--- config.mk ---
export PLATFORM = sky130hd
export DESIGN_NAME = cursor_overlay
export DESIGN_NICKNAME = d
export VERILOG_FILES = /design/src/rtl/vga_pkg.sv /design/src/rtl/cursor_rom.sv /design/src/rtl/cursor_overlay.sv
export SDC_FILE = /design/constraint.sdc
export NUM_CORES = 1
export LEC_CHECK = 0
export BUFFER_PORTS_ARGS = -buffer_cell sky130_fd_sc_hd__buf_4
export CORE_MARGIN = 1.5
export CORE_UTILIZATION = 30
export DETAILED_ROUTE_END_ITERATION = 10
export PLACE_DENSITY = 0.49
export SETUP_SLACK_MARGIN = 0.05
export SKIP_LAST_GASP = 1
export SYNTH_ARGS = -nofsm -noshare
export SYNTH_HDL_FRONTEND = slang
export SYNTH_HIERARCHICAL = 1
export SYNTH_SLANG_ARGS = --single-unit
--- constraint.sdc ---
create_clock -name pclk -period 3.6 [get_ports pclk]
set_clock_uncertainty 0.1 [all_clocks]
set_input_delay 0.18 -clock pclk [delete_from_list [all_inputs] [get_ports pclk]]
set_output_delay 0.18 -clock pclk [all_outputs]
set_load 0.02 [all_outputs]
--- src/rtl/vga_pkg.sv ---
// Shared definitions for the VGA overlay stages: cursor mode encodings,
// cursor ROM pixel codes and the default timing-bus widths.
package vga_pkg;

   typedef enum logic [1:0] {
      MODE_OFF   = 2'd0,
      MODE_ARROW = 2'd1,
      MODE_CROSS = 2'd2,
      MODE_BOX   = 2'd3
   } cursor_mode_t;

   typedef enum logic [1:0] {
      PIX_CLR  = 2'd0,
      PIX_FILL = 2'd1,
      PIX_EDGE = 2'd2,
      PIX_RSVD = 2'd3   // reserved, drawn as transparent
   } pix_code_t;

   localparam int CNT_BITS_DEF = 11;
   localparam int POS_BITS_DEF = 12;
   localparam int RGB_BITS_DEF = 12;

   // Native resolution of the arrow artwork; other cursor sizes are scaled.
   localparam int ARROW_SIZE = 16;

endpackage

--- src/rtl/cursor_rom.sv ---
// Combinational arrow-cursor ROM. The artwork is a 16x16 arrow (triangular
// head plus a 3-pixel-wide stem); other CUR_W/CUR_H sizes map onto it by
// index truncation (smaller) or pixel replication (larger).
module cursor_rom
   import vga_pkg::*;
#(
   parameter int CUR_W = 16,
   parameter int CUR_H = 16,
   localparam int XB = $clog2(CUR_W),
   localparam int YB = $clog2(CUR_H)
) (
   input  logic [XB-1:0] dx,
   input  logic [YB-1:0] dy,
   output logic [1:0]    code
);

   logic [3:0] sx;
   logic [3:0] sy;

   // Map cursor-space indices onto the 16x16 artwork: (d * 16) / size.
   assign sx = 4'({dx, 4'b0000} >> XB);
   assign sy = 4'({dy, 4'b0000} >> YB);

   // Arrow shape: rows 0..11 are a right triangle outlined by column 0 and
   // the diagonal; rows 12..14 are a stem at columns 3..5; row 15 caps it.
   always_comb begin
      code = PIX_CLR;
      if (sy <= 4'd11) begin
         if (sx == 4'd0 || sx == sy) begin
            code = PIX_EDGE;
         end else if (sx < sy) begin
            code = PIX_FILL;
         end
      end else if (sy == 4'd15) begin
         if (sx >= 4'd3 && sx <= 4'd5) begin
            code = PIX_EDGE;
         end
      end else begin
         if (sx == 4'd3 || sx == 4'd5) begin
            code = PIX_EDGE;
         end else if (sx == 4'd4) begin
            code = PIX_FILL;
         end
      end
   end

endmodule

--- src/rtl/cursor_overlay.sv ---
// Frame-synchronous cursor overlay on the VGA timing bus. A new cursor
// position/mode is captured into shadow registers on pos_valid and only
// becomes active on the rising edge of vblnk_in, so a frame never tears.
// Every output (timing and pixel) is delayed by exactly two pclk cycles.
//
// pos_valid is a one-cycle strobe with no back-pressure: the block accepts
// xpos/ypos/mode on every cycle pos_valid is high, the last strobe before a
// frame boundary wins, and a strobe on the boundary cycle itself is applied
// directly to the new frame.
module cursor_overlay
   import vga_pkg::*;
#(
   parameter int CUR_W    = 16,
   parameter int CUR_H    = 16,
   parameter int CNT_BITS = CNT_BITS_DEF,
   parameter int POS_BITS = POS_BITS_DEF,
   parameter int RGB_BITS = RGB_BITS_DEF,
   parameter logic [RGB_BITS-1:0] FILL_COLOR = 12'hFFF,
   parameter logic [RGB_BITS-1:0] EDGE_COLOR = 12'h000
) (
   input  logic                pclk,
   input  logic                rst_lck,
   input  logic [POS_BITS-1:0] xpos,
   input  logic [POS_BITS-1:0] ypos,
   input  logic                pos_valid,
   input  logic [1:0]          mode,
   input  logic [CNT_BITS-1:0] hcount_in,
   input  logic                hsync_in,
   input  logic                hblnk_in,
   input  logic [CNT_BITS-1:0] vcount_in,
   input  logic                vsync_in,
   input  logic                vblnk_in,
   input  logic [RGB_BITS-1:0] rgb_in,
   output logic [CNT_BITS-1:0] hcount_out,
   output logic                hsync_out,
   output logic                hblnk_out,
   output logic [CNT_BITS-1:0] vcount_out,
   output logic                vsync_out,
   output logic                vblnk_out,
   output logic [RGB_BITS-1:0] rgb_out
);

   localparam int XB = $clog2(CUR_W);
   localparam int YB = $clog2(CUR_H);
   // One extra bit so counter - position never wraps (counters are narrower).
   localparam int DW = POS_BITS + 1;

   localparam logic signed [DW-1:0] ZERO_S = '0;
   localparam logic signed [DW-1:0] W_S    = DW'(CUR_W);
   localparam logic signed [DW-1:0] W_LAST = DW'(CUR_W - 1);
   localparam logic signed [DW-1:0] H_S    = DW'(CUR_H);
   localparam logic signed [DW-1:0] H_LAST = DW'(CUR_H - 1);

   // Shadow (pending) and active (this frame) cursor state.
   logic [POS_BITS-1:0] shd_x, shd_y, act_x, act_y;
   cursor_mode_t        shd_mode, act_mode;
   logic                vblnk_prev;
   logic                frame_start;

   assign frame_start = vblnk_in & ~vblnk_prev;

   // Capture strobes into the shadow and promote them at each frame boundary.
   always_ff @(posedge pclk) begin
      if (rst_lck) begin
         shd_x      <= '0;
         shd_y      <= '0;
         shd_mode   <= MODE_OFF;
         act_x      <= '0;
         act_y      <= '0;
         act_mode   <= MODE_OFF;
         vblnk_prev <= 1'b0;
      end else begin
         vblnk_prev <= vblnk_in;
         if (pos_valid) begin
            shd_x    <= xpos;
            shd_y    <= ypos;
            shd_mode <= cursor_mode_t'(mode);
         end
         if (frame_start) begin
            if (pos_valid) begin
               act_x    <= xpos;
               act_y    <= ypos;
               act_mode <= cursor_mode_t'(mode);
            end else begin
               act_x    <= shd_x;
               act_y    <= shd_y;
               act_mode <= shd_mode;
            end
         end
      end
   end

   // Stage-1 geometry: signed offsets of the beam from the hot spot.
   logic [DW-1:0]        h_ext, v_ext, ax_ext, ay_ext;
   logic signed [DW-1:0] dx_c, dy_c;
   logic                 in_box_c, on_edge_c, on_cross_c;

   assign h_ext      = DW'(hcount_in);
   assign v_ext      = DW'(vcount_in);
   assign ax_ext     = DW'(act_x);
   assign ay_ext     = DW'(act_y);
   assign dx_c       = $signed(h_ext - ax_ext);
   assign dy_c       = $signed(v_ext - ay_ext);
   assign in_box_c   = !dx_c[DW-1] && (dx_c < W_S) && !dy_c[DW-1] && (dy_c < H_S);
   assign on_edge_c  = in_box_c && (dx_c == ZERO_S || dx_c == W_LAST ||
                                    dy_c == ZERO_S || dy_c == H_LAST);
   assign on_cross_c = (h_ext == ax_ext) || (v_ext == ay_ext);

   logic [XB-1:0]       s1_dx;
   logic [YB-1:0]       s1_dy;
   logic                s1_in_box, s1_on_edge, s1_on_cross, s1_blank;
   cursor_mode_t        s1_mode;
   logic [CNT_BITS-1:0] s1_hcount, s1_vcount;
   logic                s1_hsync, s1_hblnk, s1_vsync, s1_vblnk;
   logic [RGB_BITS-1:0] s1_rgb;

   // Stage 1: register geometry flags, ROM index, mode, timing and background.
   always_ff @(posedge pclk) begin
      if (rst_lck) begin
         s1_dx       <= '0;
         s1_dy       <= '0;
         s1_in_box   <= 1'b0;
         s1_on_edge  <= 1'b0;
         s1_on_cross <= 1'b0;
         s1_blank    <= 1'b0;
         s1_mode     <= MODE_OFF;
         s1_hcount   <= '0;
         s1_hsync    <= 1'b0;
         s1_hblnk    <= 1'b0;
         s1_vcount   <= '0;
         s1_vsync    <= 1'b0;
         s1_vblnk    <= 1'b0;
         s1_rgb      <= '0;
      end else begin
         s1_dx       <= dx_c[XB-1:0];
         s1_dy       <= dy_c[YB-1:0];
         s1_in_box   <= in_box_c;
         s1_on_edge  <= on_edge_c;
         s1_on_cross <= on_cross_c;
         s1_blank    <= hblnk_in | vblnk_in;
         s1_mode     <= act_mode;
         s1_hcount   <= hcount_in;
         s1_hsync    <= hsync_in;
         s1_hblnk    <= hblnk_in;
         s1_vcount   <= vcount_in;
         s1_vsync    <= vsync_in;
         s1_vblnk    <= vblnk_in;
         s1_rgb      <= rgb_in;
      end
   end

   logic [1:0] rom_code;

   cursor_rom #(
      .CUR_W (CUR_W),
      .CUR_H (CUR_H)
   ) u_rom (
      .dx   (s1_dx),
      .dy   (s1_dy),
      .code (rom_code)
   );

   logic [RGB_BITS-1:0] pix_c;

   // Compositing priority: blank, then the selected cursor shape, else background.
   always_comb begin
      pix_c = s1_rgb;
      if (s1_blank) begin
         pix_c = '0;
      end else begin
         case (s1_mode)
            MODE_ARROW: begin
               if (s1_in_box && rom_code == PIX_FILL) begin
                  pix_c = FILL_COLOR;
               end else if (s1_in_box && rom_code == PIX_EDGE) begin
                  pix_c = EDGE_COLOR;
               end
            end
            MODE_CROSS: begin
               if (s1_on_cross) begin
                  pix_c = FILL_COLOR;
               end
            end
            MODE_BOX: begin
               if (s1_on_edge) begin
                  pix_c = FILL_COLOR;
               end
            end
            default: pix_c = s1_rgb;
         endcase
      end
   end

   // Stage 2: register the composited pixel alongside the delayed timing.
   always_ff @(posedge pclk) begin
      if (rst_lck) begin
         hcount_out <= '0;
         hsync_out  <= 1'b0;
         hblnk_out  <= 1'b0;
         vcount_out <= '0;
         vsync_out  <= 1'b0;
         vblnk_out  <= 1'b0;
         rgb_out    <= '0;
      end else begin
         hcount_out <= s1_hcount;
         hsync_out  <= s1_hsync;
         hblnk_out  <= s1_hblnk;
         vcount_out <= s1_vcount;
         vsync_out  <= s1_vsync;
         vblnk_out  <= s1_vblnk;
         rgb_out    <= pix_c;
      end
   end

endmodule

== After elaboration in Yosys (flattened, before gate mapping) ==
Cells that the tools add are included.

* Register bits after elaboration: 142
* Input port bits: 67
* Logic and storage cells: 86

* Add/sub/neg operators: 2
* $lt $le $gt $ge: 6
* Equality and inequality tests: 14
* Muxes and demuxes: 15
* Bitwise logic cells: 3
* Reductions and logical operators: 19

{| class="wikitable"
|+ Operators by type and width
! operator !! count
|-
| 2-to-1 mux 12 bit || 6
|-
| one-hot mux 12 bit (3 select lines) || 1
|-
| == test 13 x 5 -> 1 bit (second input constant) || 2
|-
| zero test 13 bit || 2
|-
| < comparator 13 x 6 -> 1 bit (second input constant) || 2
|-
| subtractor 11 x 12 -> 13 bit || 2
|-
| == test 11 x 12 -> 1 bit || 2
|-
| 2-to-1 mux 2 bit || 6
|-
| == test 4 x 3 -> 1 bit (second input constant) || 2
|-
| logical AND 1 bit || 7
|-
| == test 2 bit (second input constant) || 3
|-
| logical OR 1 bit || 6
|-
| == test 2 x 1 -> 1 bit (second input constant) || 2
|-
| == test 4 x 2 -> 1 bit (second input constant) || 1
|-
| == test 4 bit || 1
|-
| == test 4 bit (second input constant) || 1
|-
| >= comparator 4 x 2 -> 1 bit (second input constant) || 1
|-
| <= comparator 4 x 3 -> 1 bit (second input constant) || 1
|-
| <= comparator 4 bit (second input constant) || 1
|-
| zero test 4 bit || 1
|-
| < comparator 4 bit || 1
|-
| zero test 1 bit || 2
|-
| 2-to-1 mux 1 bit || 2
|-
| OR reduction 2 bit || 1
|-
| 3 further kinds || 3
|}

== Logic depth before layout (Yosys ltp) ==
Gate-level depths: netlist (run 1).

* Word-level depth: 10
* Mapped depth: 11
* Gate-level depth less buffers: 10

== Hierarchy ==
Netlist (run 1), hierarchy kept.

{| class="wikitable"
|+ Modules (own cells, without submodules)
! module !! instances !! cells each !! area each (sq um)
|-
| cursor_overlay || 1 || 631 || 5770.5
|-
| cursor_rom || 1 || 23 || 162.7
|}

== Worst setup path before layout (run 1) ==
OpenSTA, ideal clock, no wires.

* Path kind: reg-to-reg
* From: register act_y[0]
* To: register s1_on_edge
* Data arrival time: 2.373 ns
* Required time: 3.412 ns
* Setup slack: 1.039 ns
* Cell stages (with the launch flop): 10
* Buffers on the path: 0
* Clock period less this slack: 2.561 ns
* Cells stage by stage: dfxtp_1 ha_1 fa_1 nand2b_1 o2bb2ai_1 nor2_1 o221ai_1 a221o_1 or4_4 a311oi_2

* Longest elaborated chain between the ends: 5
* Elaborated cells on any way between the ends: 10
* Classes of those cells: add/sub (1); order compare (1); eq/ne (1); reduce/logical (7)

{| class="wikitable"
|+ RTL lines
! element !! line !! RTL
|-
| start: declaration || cursor_overlay.sv:55 || <nowiki>logic [POS_BITS-1:0] shd_x, shd_y, act_x, act_y;</nowiki>
|-
| start signal: assignment || cursor_overlay.sv:82 || <nowiki>act_y <= ypos;</nowiki>
|-
| start signal: assignment || cursor_overlay.sv:86 || <nowiki>act_y <= shd_y;</nowiki>
|-
| subtractor 11 x 12 -> 13 bit * || cursor_overlay.sv:103 || <nowiki>assign dy_c = $signed(v_ext - ay_ext);</nowiki>
|-
| branches (longest 3 deep; another with < comparator 13 x 6 -> 1 bit) || -- ||
|-
| logical AND 1 bit * || cursor_overlay.sv:105 || <nowiki>assign on_edge_c = in_box_c && (dx_c == ZERO_S || dx_c == W_LAST ||</nowiki>
|-
| end signal: assignment || cursor_overlay.sv:138 || <nowiki>s1_on_edge <= on_edge_c;</nowiki>
|-
| end: declaration || cursor_overlay.sv:111 || <nowiki>logic s1_in_box, s1_on_edge, s1_on_cross, s1_blank;</nowiki>
|}

Every way passes the cells marked *.
A chain may end at the register's enable or synchronous reset.

== Worst setup path after layout (run 1) ==
* From: input hcount_in[8]
* To: register s1_on_edge

* Longest elaborated chain between the ends: 6
* Elaborated cells on any way between the ends: 12
* Classes of those cells: add/sub (1); order compare (1); eq/ne (1); reduce/logical (9)

{| class="wikitable"
|+ RTL lines
! element !! line !! RTL
|-
| start: declaration || cursor_overlay.sv:27 || <nowiki>input logic [CNT_BITS-1:0] hcount_in,</nowiki>
|-
| subtractor 11 x 12 -> 13 bit * || cursor_overlay.sv:102 || <nowiki>assign dx_c = $signed(h_ext - ax_ext);</nowiki>
|-
| < comparator 13 x 6 -> 1 bit, or another cell as far along || cursor_overlay.sv:104 || <nowiki>assign in_box_c = !dx_c[DW-1] && (dx_c < W_S) && !dy_c[DW-1] && (dy_c < H_S);</nowiki>
|-
| logical AND 1 bit / logical OR 1 bit (equally long branches) (2 in a row) || cursor_overlay.sv:104, cursor_overlay.sv:105 ||
|-
| logical AND 1 bit / logical OR 1 bit (equally long branches) || cursor_overlay.sv:104, cursor_overlay.sv:106 ||
|-
| logical AND 1 bit * || cursor_overlay.sv:105 ||
|}

Every way passes the cells marked *; elsewhere a longest branch is shown, timed or not.

==> flow_summary.json, run 1 <==
{
  "numCtsBuffers": 17,
  "routed_wirelength_um": 14800,
  "via_per_inst": 4.63,
  "initial_utilization": 0.306,
  "cp_max_fo": 11,
  "cts_tree": "yes",
  "cp.arrival_ns": 3.19,
  "ctsHoldBuffers": 62,
  "grt_max_degree": 72,
  "setup_slack_ns": 0.634,
  "port_buffers": 104,
  "grt_usage": 0.150,
  "placementRows": 51,
  "ff2ff_path_depth": 9,
  "clockRootBuffer": "clkbuf_16",
  "yosys_most_used_dff": "dfxtp_1",
  "area_growth_pct": 37.4,
  "clock.fmax_mhz": 337,
  "grt_overflow": 0,
  "grt_pass1_vias": 4932,
  "min_period_over_period": 0.824,
  "setup_tns_ns": 0,
  "synthesis.area_mm2": 0.00593,
  "die_y_um": 144,
  "synth.net_count": 749,
  "drc": 0,
  "synth_seq_cells": 142,
  "rsz0062_at_grt": "no",
  "p_leak_nw": 3.43,
  "routedWlPerCell_um": 13.7,
  "finalNonFillerCells": 1084,
  "dr.pass1.iters": 8,
  "design_area_mm2": 0.00815,
  "min_path_cells": 3,
  "drt-initial-drc-count": 314,
  "final_common_cell": "dfxtp_1",
  "dpl.cell_count": 991,
  "post-route-min-period_ns": 2.97,
  "num_io_pins": 105,
  "die_area_mm2": 0.0206,
  "finalHoldViolations": 0,
  "cts_setup_buffers": 0,
  "grt_pass1_wl_um": 23900,
  "coreArea_mm2": 0.0194,
  "avgSynthCellArea_um2": 9.07,
  "power_mw": 4.19,
  "die-width_um": 144,
  "drive_above_1_share": 0.173,
  "report.final.slew_viol_count": 0,
  "final_core_util": 0.420,
  "cp-start-kind": "primary input",
  "ctsHtreeMaxLevel": 4,
  "clkSinkCount": 142,
  "path_class": "primary input to flop",
  "ys_seq_area_frac": 0.479,
  "hpwl_um": 10700,
  "layout_common_cells": "dfxtp_1 (142), nor2_1 (107), buf_4 (105)",
  "cts_resized": 0,
  "setup_viol_count_final": 0,
  "drv_cap": 0,
  "nNetsFinal": 902,
  "antenna_cells": 0,
  "synth_edf_count": 0,
  "syn-instance-count": 654,
  "post-place-ws_ns": 0.781,
  "clk_pin_slew_worst_paths_ns": 0.06,
  "placedInstanceArea_mm2": 0.00694,
  "p_per_area_mw_per_mm2": 514,
  "crit_path_end_kind": "flop",
  "cts.path.max_buffers": 2,
  "async_flop_share": 0,
  "slew_headroom": 0.275,
  "clock_latency_ns": 0.42,
  "final_antenna_net_count": 0,
  "crit_required_ns": 3.82,
  "ir_worst_vdd_mv": 0.325,
  "ys_types": 55,
  "hp-class": "primary input to flop",
  "status": "finished clean",
  "vias": 5017,
  "gp_congestion": 0.822,
  "tightest_slew_ns": 1.09,
  "antenna_found_initial": 0,
  "holdWs_ns": 0.0309,
  "yosysWarnings": 6
}
==> cells in the mapped netlist, types with 2 or more instances <==
cell / count / area [um^2]
dfxtp_1: 142 / 2840
nor2_1: 107 / 402
nor2b_1: 70 / 438
a21oi_1: 45 / 225
inv_1: 34 / 128
mux2i_1: 30 / 300
a211oi_1: 28 / 210
clkbuf_1: 26 / 97.6
ha_1: 26 / 325
o21ai_0: 22 / 110
nand2_1: 15 / 56.3
o22ai_1: 14 / 87.6
nand2b_1: 8 / 50.1
buf_1: 7 / 26.3
nor3_1: 7 / 35.0
nand4_1: 6 / 37.5
o211ai_1: 5 / 37.5
o21a_1: 4 / 30.0
nand3b_1: 3 / 22.5
nor4_1: 3 / 18.8
o2bb2ai_1: 3 / 26.3
or4_1: 3 / 22.5
xor2_1: 3 / 26.3
a21boi_0: 2 / 15.0
a21o_1: 2 / 15.0
a32o_1: 2 / 20.0
and3_1: 2 / 12.5
fa_1: 2 / 40.0
nand3_1: 2 / 10.0
nand4b_1: 2 / 17.5
nor3b_1: 2 / 15.0
o221ai_1: 2 / 17.5
or2_2: 2 / 12.5
xnor2_1: 2 / 17.5
==> logic make-up (layout without fill, tap and decap cells) <==
| kind of cell | after synthesis | after routing | share of synthesized area |
|---|---|---|---|
| flops | 142 | 142 | 0.479 |
| compound gates | 142 | 142 | 0.154 |
| fa+ha+maj | 28 | 28 | 0.0616 |
| mux | 31 | 31 | 0.0525 |
| simple gates | 238 | 238 | 0.202 |
| buf+inv | 68 | 233 | 0.0430 |
| xor+xnor | 5 | 5 | 0.00738 |
==> layer usage <==
metal	part of all wire	GRT usage	vias up	wire length (um)
met1	0.46	0.182	2301	6810
met3	0.047	0.0417	18	693
met4	0.013	0.0580	0	186
li1	-	-	2553	-
met2	0.48	0.253	145	7140
met5	0	0	-	0
==> worst paths after layout <==
path,from,to,slack [ns]
max,hcount_in[8],s1_on_edge$_SDFF_PP0_,0.63
min,xpos[0],shd_x[0]$_SDFF_PP0_,0.03
max reg2reg,act_x[8]$_SDFFE_PP0P_,s1_on_edge$_SDFF_PP0_,0.72
min reg2reg,s1_blank$_SDFF_PP0_,rgb_out[3]$_SDFF_PP0_,0.32
==> power by group <==
group	total (mW)	leakage, nW	switching (mW)	internal (mW)
Sequential	1.72	1.17	0.0496	1.67
Combinational	0.718	1.98	0.384	0.333
Clock	1.76	0.281	0.667	1.09
==> layout make-up <==
class,instances,area (um^2)
clock buffers,22,484
multi-input cells,444,2840
clock inverters,9,109
well taps,265,332
repair buffers,167,1410
inverters,35,131
fillers,1993,11200
flip-flops and latches,142,2840
==> flip-flops by register name (all words and copies together) (netlist names), 2 cells and up <==
signal and cells:
act_y 12, hcount_out 11, shd_x 12, vcount_out 11, act_mode 2, shd_mode 2, s1_mode 2, rgb_out 12
s1_hcount 11, s1_rgb 12, act_x 12, s1_vcount 11, shd_y 12, s1_dy 4, s1_dx 4
==> critical path: stages <==
cell and delay, ns:
dlygate4sd3_1 0.53, buf_4 0.14, ha_1 0.43, a21oi_1 0.27
nor3b_1 0.09, a2111oi_0 0.49, nand4_1 0.15, nor4b_1 0.40
o211ai_1 0.22, a311oi_2 0.28
No activity file was read; power rests on OpenSTA's default activity.
==> inputs of run 2 (changes only) <==
Settings changed: PLACE_DENSITY 0.49 to 0.51.
Clock period 3.6 ns to 2.5 ns, I/O delays scaled along.
==> run 2 against run 1 <==
Compared with the run above:
- the flow now finishes with violations (negative setup slack)
- register-to-register slack worse by 0.74 ns
- clock power up 48%
- via count up 6.0%
- core utilization up 3.5 points
- cell count up 6.4%
- global-route usage up 0.92 points
- flip-flop and latch count unchanged
- critical path type is now flop to flop
==> flow_summary.json, run 2 (same netlist as run 1, synthesis figures left out) <==
{
  "grt_use_met2": 0.275,
  "drive_above_1_share": 0.243,
  "grt_usage": 0.159,
  "internal-power_mw": 4.67,
  "rsz0062_at_grt": "yes",
  "antenna_cells": 0,
  "min_path_cells": 4,
  "p_sw_mw": 1.64,
  "drt-initial-drc-count": 269,
  "coreArea_mm2": 0.0194,
  "violations": "negative setup slack",
  "r2r_start": "act_y[10]$_SDFFE_PP0P_",
  "crit_required_ns": 2.73,
  "dr.pass1.iters": 5,
  "p_per_area_mw_per_mm2": 714,
  "cts_tree": "yes",
  "layout_common_cells": "buf_4 (157), dfxtp_1 (141), nor2_1 (105)",
  "clock_latency_ns": 0.42,
  "slew_headroom": 0.526,
  "placementRows": 51,
  "report.final.slew_viol_count": 0,
  "port_buffers": 104,
  "ir_worst_vdd_mv": 0.514,
  "cp-start-kind": "flop",
  "final_antenna_net_count": 0,
  "cp_max_fo": 4,
  "critPathMaxStageDelay_ns": 0.43,
  "drv_cap": 0,
  "post-route-min-period_ns": 2.52,
  "numCtsBuffers": 17,
  "use_met1": 0.194,
  "r2r_setup_slack_ns": -0.02,
  "min_period_over_period": 1.01,
  "die_area_mm2": 0.0206,
  "nNetsFinal": 970,
  "sw_frac_of_total": 0.259,
  "grt_util_met3": 0.0343,
  "clkSinkCount": 142,
  "worstHoldStart": "vcount_in[0]",
  "gp_congestion": 0.862,
  "crit_slowest_cell": "or4_4",
  "hpwl_um": 11300,
  "ctsHtreeMaxLevel": 4,
  "antenna_found_initial": 0,
  "die_y_um": 144,
  "status": "complete, but fails checks",
  "cp.arrival_ns": 2.75,
  "num_io_pins": 105,
  "initial_utilization": 0.306,
  "reg2reg_to": "s1_on_edge$_SDFF_PP0_",
  "hp-class": "primary input to flop",
  "via_per_inst": 4.61,
  "area_growth_pct": 48.9,
  "finalHoldViolations": 0,
  "ff2ff_path_depth": 9,
  "dpl.cell_count": 1040,
  "critPathTopFamily": "compound AO/OA/AOI/OAI gates",
  "clk_pin_slew_worst_paths_ns": 0.06,
  "p_leak_nw": 3.80,
  "die-width_um": 144,
  "worstHoldEndpoint": "s1_dy[0]$_SDFF_PP0_",
  "path_class": "flop to flop",
  "clockRootBuffer": "clkbuf_16",
  "crit_chain": "inv_1 > ha_4 > inv_2 > o22ai_1 > a211o_1 > or3_1 > a221o_1 > or4_4 > a311oi_2",
  "final_core_util": 0.455,
  "routed_wirelength_um": 15800,
  "grt_busiest_layer": "met2",
  "vias": 5318,
  "crit_path_end_kind": "flop",
  "grt_max_degree": 74,
  "finalNonFillerCells": 1153,
  "cts.path.max_buffers": 2,
  "grt_overflow": 0,
  "path_buf_inv": 2,
  "setup_tns_ns": -0.0168,
  "final_common_cell": "buf_4",
  "clock.fmax_mhz": 397,
  "grt_pass1_wl_um": 25700,
  "grt_pass1_vias": 5310,
  "setup_viol_count_final": 1,
  "setup_slack_ns": -0.0168,
  "power_frac_clock": 0.413,
  "drc": 0,
  "pwr-share-comb": 0.195,
  "routedWlPerCell_um": 13.7,
  "tightest_slew_ns": 0.711,
  "seq_power_share": 0.392
}
## run 2: layout make-up
class	instances	area (um^2)
inverters	35	131
well taps	265	332
multi-input cells	444	2960
flip-flops and latches	142	2840
fillers	1918	10600
repair buffers	235	1960
clock inverters	9	133
clock buffers	23	478
## run 2: layer usage
layer  vias to the layer above  wire length [um]
li1                       2695                 -
met2                       139              7810
met3                        22               710
met5                         -                 0
met4                         0               252
met1                      2462              6990
## run 2: worst register-to-register path: cells and delay by family (launching register included)
kind | cells | cell delay [ns]
flops | 1 | 0.33
fa+ha+maj | 1 | 0.23
buf+inv | 2 | 0.12
compound gates | 4 | 0.92
simple gates | 2 | 0.74
## run 2: metrics by stage
step           setup slack, ns  cell area [um^2]  hold WS (ns)  power (mW)
2_1_floorplan           0.0304              5950         0.104        3.17
3_3_place_gp           -0.0616              7320         0.236        3.58
6_report               -0.0168              8840        0.0674        6.31
3_5_place_dp            -0.127              7320         0.239        3.61
4_1_cts                -0.0381              8800        0.0600        6.36
5_1_grt                 -0.136              8840        0.0940        6.62
## run 2: power by group through the flow
stage	Sequential (mW)	Clock (mW)	Combinational [mW]
CTS	2.47	2.67	1.22
global route	2.49	2.77	1.37
finish	2.47	2.61	1.23
global placement	2.52	0	1.07
detailed placement	2.52	0	1.09
floorplan	2.53	0	0.643
## run 2: how the worst max path moves through the flow
stage | from | endpoint | cells after the start | slack (ns)
floorplan | act_y[0]$_SDFFE_PP0P_ | s1_on_edge$_SDFF_PP0_ | 9 | 0.03
global placement | act_x[4]$_SDFFE_PP0P_ | s1_on_edge$_SDFF_PP0_ | 10 | -0.06
detailed placement | act_y[0]$_SDFFE_PP0P_ | s1_on_edge$_SDFF_PP0_ | 9 | -0.13
CTS | act_y[10]$_SDFFE_PP0P_ | s1_on_edge$_SDFF_PP0_ | 9 | -0.04
global route | act_x[4]$_SDFFE_PP0P_ | s1_on_edge$_SDFF_PP0_ | 10 | -0.14
finish | act_y[10]$_SDFFE_PP0P_ | s1_on_edge$_SDFF_PP0_ | 9 | -0.02
## run 2: repair_timing
item | in CTS | in global routing
endpoints found under the setup margin | 2 | 14
hold endpoints to repair | 78 | 0
setup buffers | 3 | 0
pin swaps | 6 | 1
gates cloned | 0 | 0
hold buffers | 78 | 0
resized for setup | 15 | 10
